===== src/rtl/ntt_ctrl.sv =====
// Address/strobe sequencer for one Kyber butterfly: seven layers of 128 butterflies,
// with a drain between layers so the next layer never reads an unwritten coefficient.
module ntt_ctrl #(
  parameter int BF_LAT  = 7,
  parameter int RAM_LAT = 1
) (
  input  logic       clk,
  input  logic       rst,
  input  logic       start,
  input  logic       mode,
  output logic       busy,
  output logic       done,
  output logic       bf_en,
  output logic       bf_mode,
  output logic       rd_en,
  output logic [7:0] rd_addr_a,
  output logic [7:0] rd_addr_b,
  output logic [6:0] tw_addr,
  output logic       wr_en,
  output logic [7:0] wr_addr_a,
  output logic [7:0] wr_addr_b
);

  localparam int D  = BF_LAT + RAM_LAT;
  localparam int DW = $clog2(D + 1);

  typedef enum logic [1:0] {S_IDLE, S_RUN, S_DRAIN, S_DONE} state_t;

  state_t          r_state;
  logic [2:0]      r_layer;
  logic [6:0]      r_bfly;
  logic [DW-1:0]   r_dcnt;
  logic            r_mode;
  logic            r_busy;
  logic            r_done;
  logic            r_bf_en;
  logic            r_rd_en;
  logic [22:0]     r_addr;
  logic [16:0]     r_dly [D];

  // Packs {addr_a, addr_b, tw} for butterfly bf of layer l.
  function automatic logic [22:0] f_addr(input logic m, input logic [2:0] l,
                                         input logic [6:0] bf);
    logic [3:0] s;
    logic [8:0] g, msk, a, b, tw;
    s   = m ? ({1'b0, l} + 4'd1) : (4'd7 - {1'b0, l});
    g   = {2'b00, bf} >> s;
    msk = (9'd1 << s) - 9'd1;
    a   = (g << (s + 4'd1)) | ({2'b00, bf} & msk);
    b   = a + (9'd1 << s);
    tw  = m ? ((9'd128 >> l) - 9'd1 - g) : ((9'd1 << l) + g);
    return {a[7:0], b[7:0], tw[6:0]};
  endfunction

  always_ff @(posedge clk or negedge rst) begin
    if (!rst) begin
      r_state <= S_IDLE;
      r_layer <= '0;
      r_bfly  <= '0;
      r_dcnt  <= '0;
      r_mode  <= 1'b0;
      r_busy  <= 1'b0;
      r_done  <= 1'b0;
      r_bf_en <= 1'b0;
      r_rd_en <= 1'b0;
      r_addr  <= '0;
    end else begin
      r_done <= 1'b0;
      case (r_state)
        S_IDLE: begin
          if (start) begin
            r_state <= S_RUN;
            r_layer <= '0;
            r_bfly  <= '0;
            r_mode  <= mode;
            r_busy  <= 1'b1;
            r_bf_en <= 1'b1;
            r_rd_en <= 1'b1;
            r_addr  <= f_addr(mode, 3'd0, 7'd0);
          end
        end
        S_RUN: begin
          if (r_bfly == 7'd127) begin
            r_state <= S_DRAIN;
            r_dcnt  <= '0;
            r_rd_en <= 1'b0;
            r_addr  <= '0;
          end else begin
            r_bfly <= r_bfly + 7'd1;
            r_addr <= f_addr(r_mode, r_layer, r_bfly + 7'd1);
          end
        end
        S_DRAIN: begin
          if (r_dcnt == DW'(D - 1)) begin
            if (r_layer == 3'd6) begin
              r_state <= S_DONE;
              r_done  <= 1'b1;
              r_busy  <= 1'b0;
              r_bf_en <= 1'b0;
            end else begin
              r_state <= S_RUN;
              r_layer <= r_layer + 3'd1;
              r_bfly  <= '0;
              r_rd_en <= 1'b1;
              r_addr  <= f_addr(r_mode, r_layer + 3'd1, 7'd0);
            end
          end else begin
            r_dcnt <= r_dcnt + DW'(1);
          end
        end
        S_DONE:  r_state <= S_IDLE;
        default: r_state <= S_IDLE;
      endcase
    end
  end

  // Write-back delay line: {valid, addr_a, addr_b}, D stages, never flushed except by reset.
  generate
    for (genvar gi = 0; gi < D; gi++) begin : g_dly
      always_ff @(posedge clk or negedge rst) begin
        if (!rst) begin
          r_dly[gi] <= '0;
        end else if (gi == 0) begin
          r_dly[gi] <= {r_rd_en, r_addr[22:7]};
        end else begin
          r_dly[gi] <= r_dly[(gi == 0) ? 0 : gi - 1];
        end
      end
    end
  endgenerate

  assign busy      = r_busy;
  assign done      = r_done;
  assign bf_en     = r_bf_en;
  assign bf_mode   = r_mode;
  assign rd_en     = r_rd_en;
  assign rd_addr_a = r_addr[22:15];
  assign rd_addr_b = r_addr[14:7];
  assign tw_addr   = r_addr[6:0];
  assign wr_en     = r_dly[D-1][16];
  assign wr_addr_a = r_dly[D-1][15:8];
  assign wr_addr_b = r_dly[D-1][7:0];

endmodule

===== config.mk =====
export PLATFORM = sky130hd
export DESIGN_NAME = ntt_ctrl
export DESIGN_NICKNAME = d
export VERILOG_FILES = /design/src/rtl/ntt_ctrl.sv
export SDC_FILE = /design/constraint.sdc
export NUM_CORES = 1
export LEC_CHECK = 0
export CORE_AREA = 5 5 126 128
export CTS_BUF_LIST = sky130_fd_sc_hd__clkbuf_8
export CTS_CLUSTER_DIAMETER = 30
export CTS_CLUSTER_SIZE = 8
export DETAILED_ROUTE_END_ITERATION = 12
export DIE_AREA = 0 0 131 133
export GPL_TIMING_DRIVEN = 0
export PLACE_DENSITY = 0.72
export SLEW_MARGIN = 20
export SYNTH_ARGS = -nofsm -noshare
export SYNTH_HDL_FRONTEND = slang
export SYNTH_SLANG_ARGS = --single-unit
export TNS_END_PERCENT = 1

===== constraint.sdc =====
create_clock -name clk -period 13.4 [get_ports clk]
set_input_delay 2.01 -clock clk [delete_from_list [all_inputs] [get_ports clk]]
set_output_delay 2.01 -clock clk [all_outputs]
set_load 0.05 [all_outputs]

Word-level counts from Yosys, hierarchy flattened

Index checks and enable logic that the tools add are counted.

Register bits: 179
Input bits: 4
Output and inout bits: 45

Add/sub/neg operators: 22
Equal/unequal tests: 13
Shift operators: 13
Muxes and demuxes: 39
Bitwise gates (word level): 2
Reduce and logical (&&, ||, !) cells: 12

Operator list:

| operator            | number |
|---|---|
| $mux 23             | 4 |
| $pmux 23 s3         | 1 |
| $mux 7              | 7 |
| $shl 9x4->8         | 3 |
| $add 8x8->8         | 3 |
| $pmux 7 s3          | 1 |
| $mux 4              | 4 |
| $shl 1x4->8 const A | 2 |
| $shr 8x3->7 const A | 2 |
| $add 7x7->7         | 2 |
| $ne 2x2->1 const B  | 7 |
| $shl 1x3->7 const A | 2 |
| $sub 7x1->7 const B | 2 |
| $sub 7x7->7         | 2 |
| $add 3x1->4 const B | 3 |
| $add 4x1->4 const B | 3 |
| $mux 3              | 4 |
| $reduce_and 4->1    | 3 |
| $reduce_and 5->1    | 2 |
| $mux 1              | 9 |
| $shr 1x3->9 const A | 1 |
| $shr 1x4->9 const A | 1 |
| $shr 7x4->9         | 1 |
| $and 7x8->8         | 1 |
| other kinds (24)    | 31 |

Longest topological paths before layout

Depth in word-level cells: 9
Depth in mapped cells: 20

Worst setup path after synthesis

Ideal clock, no wire load.

Kind: flip-flop to flip-flop
From: register r_layer[0]
To: register r_addr[14]
Setup time: 70 ps
Data arrival time: 4195 ps
Required time: 13330 ps
Path slack: 9135 ps
Cell stages (with the launch flop): 19
Buffers on the path: 2
Period minus slack after synthesis: 4265 ps
Cells stage by stage: dfrtp_1 > buf_2 > inv_1 > clkbuf_1 > ha_1 > and2b_4 > nor3_2 > ha_1 > nor2_1 > nand2_1 > o22ai_1 > ha_1 > a21o_1 > a211oi_1 > nor2_1 > o41ai_1 > xnor2_1 > a2111oi_0 > nand3b_1

Longest elaborated chain between the ends: 9

Ends and longest elaborated chain:

| element                                    | RTL line   | source |
|---|---|---|
| start, declared                            | 30         | `logic [2:0] r_layer;` |
| start signal, assigned                     | 102        | `r_layer <= r_layer + 3'd1;` |
| $add 3x1->3, or another cell as far along  | 105        | `r_addr <= f_addr(r_mode, r_layer + 3'd1, 7'd0);` |
| $sub 3x3->4, or another cell as far along  | 46         | `s = m ? ({1'b0, l} + 4'd1) : (4'd7 - {1'b0, l});` |
| $mux 4 or $shl 1x4->8 (tied branches)      | 46, 48, 50 |  |
| $add 4x1->4, or another cell as far along  | 49         | `a = (g << (s + 4'd1)) \| ({2'b00, bf} & msk);` |
| $shl 9x4->8 or $and 7x8->8 (tied branches) | 49         |  |
| $add 8x8->8 or $or 8x8->8 (tied branches)  | 50, 49     |  |
| $mux 23 or $add 8x8->8 (tied branches)     | 95, 50     |  |
| $mux 23, on equally long branches          | 94, 83     |  |
| $pmux 23 s3                                | 69         | `case (r_state)` |
| end signal, assigned                       | 79         | `r_addr <= f_addr(mode, 3'd0, 7'd0);` |
| end signal, assigned                       | 90         | `r_addr <= f_addr(r_mode, r_layer, r_bfly + 7'd1);` |
| end signal, assigned                       | 105        |  |
| end, declared                              | 38         | `logic [22:0] r_addr;` |

Parallel ways exist; a longest one is shown, timed or not. The select of a mux whose other input is x is not followed.
A chain may end at the register's enable or synchronous reset.

Final worst setup path

Ends and elaborated chain as after synthesis.

==> impl_results.md <==
* Count of H-tree levels built during CTS at 4
* Final Hold Vio Count at 0
* Top flip-flop cell by instance count after synthesis: dfrtp_1
* Total routing resource utilization after global routing at 22.1%
* Cell count after synthesis at 693
* Row cnt at 45
* Starting density of the core at 53.0%
* Fraction of layout cells with a size suffix above 1 at 10.5%
* Critical path start-end classification: register to register
* Pre-CTS WS at ~8.0 ns
* Num CTS Buffers at 17
* Crit start category: register
* Tightest Pin Transition at slightly above 0.9 ns
* Total power at 0.906 mW
* Leading cell type by number of instances after synthesis: dfrtp_1
* Bufs on Longest Clock Path at 2
* Cts hold-fix bufs at 0
* Number of nets in the finished design at 807
* Leading post-synthesis cells by cell area: dfrtp_1, ha_1, o21ai_0
* # Max-Cap Violations at 0
* Clock latency of the later-clocked register in the worst-skew pair at 0.46 ns
* Number of distinct library cells after synthesis at 73
* Share of synthesized registers carrying an async set or reset at 100%
* Run status: finished clean
* Number of antenna violations at the first check in global routing at 0
* Highest net fanout along the worst path at 11
* Total vias in the final route at 5570
* Area overhead of the layout relative to synthesis at 14.7%
* First-iteration detailed-routing DRC count at 333
* Cell taking the most area after synthesis: dfrtp_1
* Total of buffers placed on input and output ports at 48
* Total wirelength of the detailed-routed design at 18500 um
* Register-to-register setup slack at 7.84 ns
* Peak Freq at around 0.18 GHz
* Start point of the critical path: r_layer[0]
* Clock-pin slew reported for the worst setup and hold paths after clock tree synthesis at 0.10 ns
* Core region area at approximately 0.015 sq mm
* Number of DRC violations after detailed routing at 0
* Via density per instance at 5.79
* Total inserted antenna cells at 0
* Count of warnings emitted by yosys at 0
* Last element of the critical path: r_addr[14]
* Commonest cells in the netlist: dfrtp_1, nand2_1, o21ai_0, a21oi_1, ha_1
* Total leakage power at 4.02 nW
* TritonCTS clock tree: done
* Final weighted congestion in routability-driven placement at 0.926
* Leftover overflow at the end of global routing at 0
* Seq cells post-synth at around 180
* Peak supply drop at 0.0589 mV
* Global-route wire length before repair at just under 30000 um
* Setup total negative slack at 0 ns
* Fraction of the yosys area taken by sequential cells at 57.3%
* Cell area reported after detailed placement at between 0.008 and 0.009 sq mm
* Maximum number of pins on one net before global-route repair at 110
* Clk_skew at approximately 0.011 ns
* Summed instance area of the synthesized netlist at 0.00782 sq mm
* Endpoint class of the critical path: register
* Vias in the first global route at 5515
* I/O pins at 49
* Number of gates resized after cts at 0
* Critical R2R Launch: r_layer[0]
* Core utilization of the finished layout at between 60% and 70%
* Number of setup violations in the final report at 0
* Arrival time at the worst endpoint at 5.95 ns
* Minimum setup slack in the final design at 7.84 ns
* Required time worst endpoint at approximately 14 ns
* Final design instance area without fill at 0.00897 sq mm
* Logic depth of the worst register-to-register path at 17
* Post-synth top area share at 57.3%
* Number of pins exceeding their max-slew limit in the final report at 0
* WL per Instance at 19.2 um
* Half-perimeter wire length after placement at 13200 um
* Initial DRT Pass Iterations at 5
* Count of flip-flops with a built-in enable after synthesis at 0
* Worst slew margin relative to its limit at 37.6%
* Number of setup buffers added after CTS at 0
* Count of nets left with antenna violations after detail routing at 0
* Synthesized area divided by synthesized cell count at between 10 and 15 sq um
* Min cycle time layout at 5.56 ns
* Number of sinks driven by the clock tree at 179
* Clock root buffer: clkbuf_8
* Type of the most critical hold path: register to register
* Die span in y at 133 um
* Final critical-path share of the clock period at approximately 41%
* Critical register-to-register path endpoint: r_addr[14]
* Die area at 0.0174 sq mm
* Net count after synthesis at 739
* Overall die width at 131 um
* Total power divided by cell area at 101 mW/mm^2
* Setup repair after global routing missed its margin: no
## worst max-delay path, stage by stage, from the launching register on
cell,delay [ns]
dfrtp_1,0.41
buf_2,0.19
inv_1,0.18
clkbuf_1,0.56
ha_1,0.36
and2b_4,0.24
nor3_2,0.53
ha_1,0.44
nor4_1,0.65
o211a_1,0.25
a311o_1,0.20
ha_1,0.28
o21ai_0,0.09
nor2_1,0.08
o41ai_1,0.34
xnor2_1,0.15
a2111oi_0,0.38
nand3b_1,0.15
## power breakdown
group	internal, mW	switching, mW	total, mW
Clock	0.141	0.214	0.354
Combinational	0.00181	0.0101	0.0119
Sequential	0.540	0	0.540
Total	0.682	0.224	0.906
## per-layer routing
metal	part of all wire (%)	global-route usage (%)	vias to the layer above	wire [um]
li1	-	-	2573	-
met1	43	29.4	2758	7920
met2	49	34.6	196	8980
met3	5.3	4.68	43	977
met4	3.3	10.0	0	618
met5	0	0	-	0
## area by class of cell
| cell class | count | area (sq um) |
|---|---|---|
| multi-input cells | 442 | 2990 |
| repair buffers | 49 | 513 |
| fillers | 1218 | 5790 |
| clock inverters | 15 | 166 |
| inverters | 27 | 101 |
| flip-flops and latches | 179 | 4480 |
| plain buffers | 45 | 245 |
| well taps | 188 | 235 |
| clock buffers | 17 | 234 |
## cell families (layout without fill, tap and decap cells)
group / Yosys count / count (layout) / share of synthesized area, %
compound gates: 190 / 190 / 15.9
xor+xnor: 23 / 23 / 2.67
fa+ha+maj: 42 / 42 / 7.01
buf+inv: 72 / 153 / 4.43
flops: 179 / 179 / 57.3
mux: 14 / 14 / 1.86
simple gates: 173 / 173 / 10.9
## stage by stage
step	cells	hold WS, ns
2_1_floorplan	693	0.331
3_3_place_gp	929	0.331
3_5_place_dp	930	0.335
4_1_cts	962	0.346
5_1_grt	962	0.351
6_report	962	0.347
## cells in the final DEF (no fill, tap or decap), types with 4 or more instances in the layout
cell / n
a22oi_1: 7
a211oi_1: 6
o21bai_1: 6
nand2_1: 61
mux2i_1: 10
ha_1: 39
and3_1: 6
nand3_1: 18
o211ai_1: 7
inv_1: 25
o31ai_1: 5
a21o_1: 9
mux2_2: 4
dfrtp_1: 179
clkdlybuf4s50_1: 47
nor2_1: 34
or3_1: 4
a21oi_1: 41
clkbuf_8: 17
clkinv_8: 4
o22ai_1: 6
clkbuf_1: 18
nor2b_1: 4
o21ai_0: 51
and2_1: 9
inv_8: 4
xnor2_1: 20
nor3_1: 10
a22o_1: 8
buf_2: 7
buf_4: 18
a31oi_1: 9
## sequential cells by signal (all words and copies together) (netlist names)
signal and count:
r_dly 119, r_addr 23, wr_addr_a 8, wr_addr_b 8
r_bfly 7, r_dcnt 4, r_layer 3, r_state 2
bf_en 1, bf_mode 1, done 1, rd_en 1
wr_en 1
## worst min path at each step
stage	startpoint	end	slack, ns	depth (start not counted)
after global placement	r_dly[105]	r_dly[88]	0.33	0
after global routing	r_dly[124]	r_dly[107]	0.35	0
after floorplan	r_dly[117]	r_dly[100]	0.33	0
final	r_dly[106]	r_dly[89]	0.35	0
after CTS	r_dly[106]	r_dly[89]	0.35	0
after detailed placement	r_dly[38]	r_dly[21]	0.33	0
No activity file was read; power rests on OpenSTA's default activity.
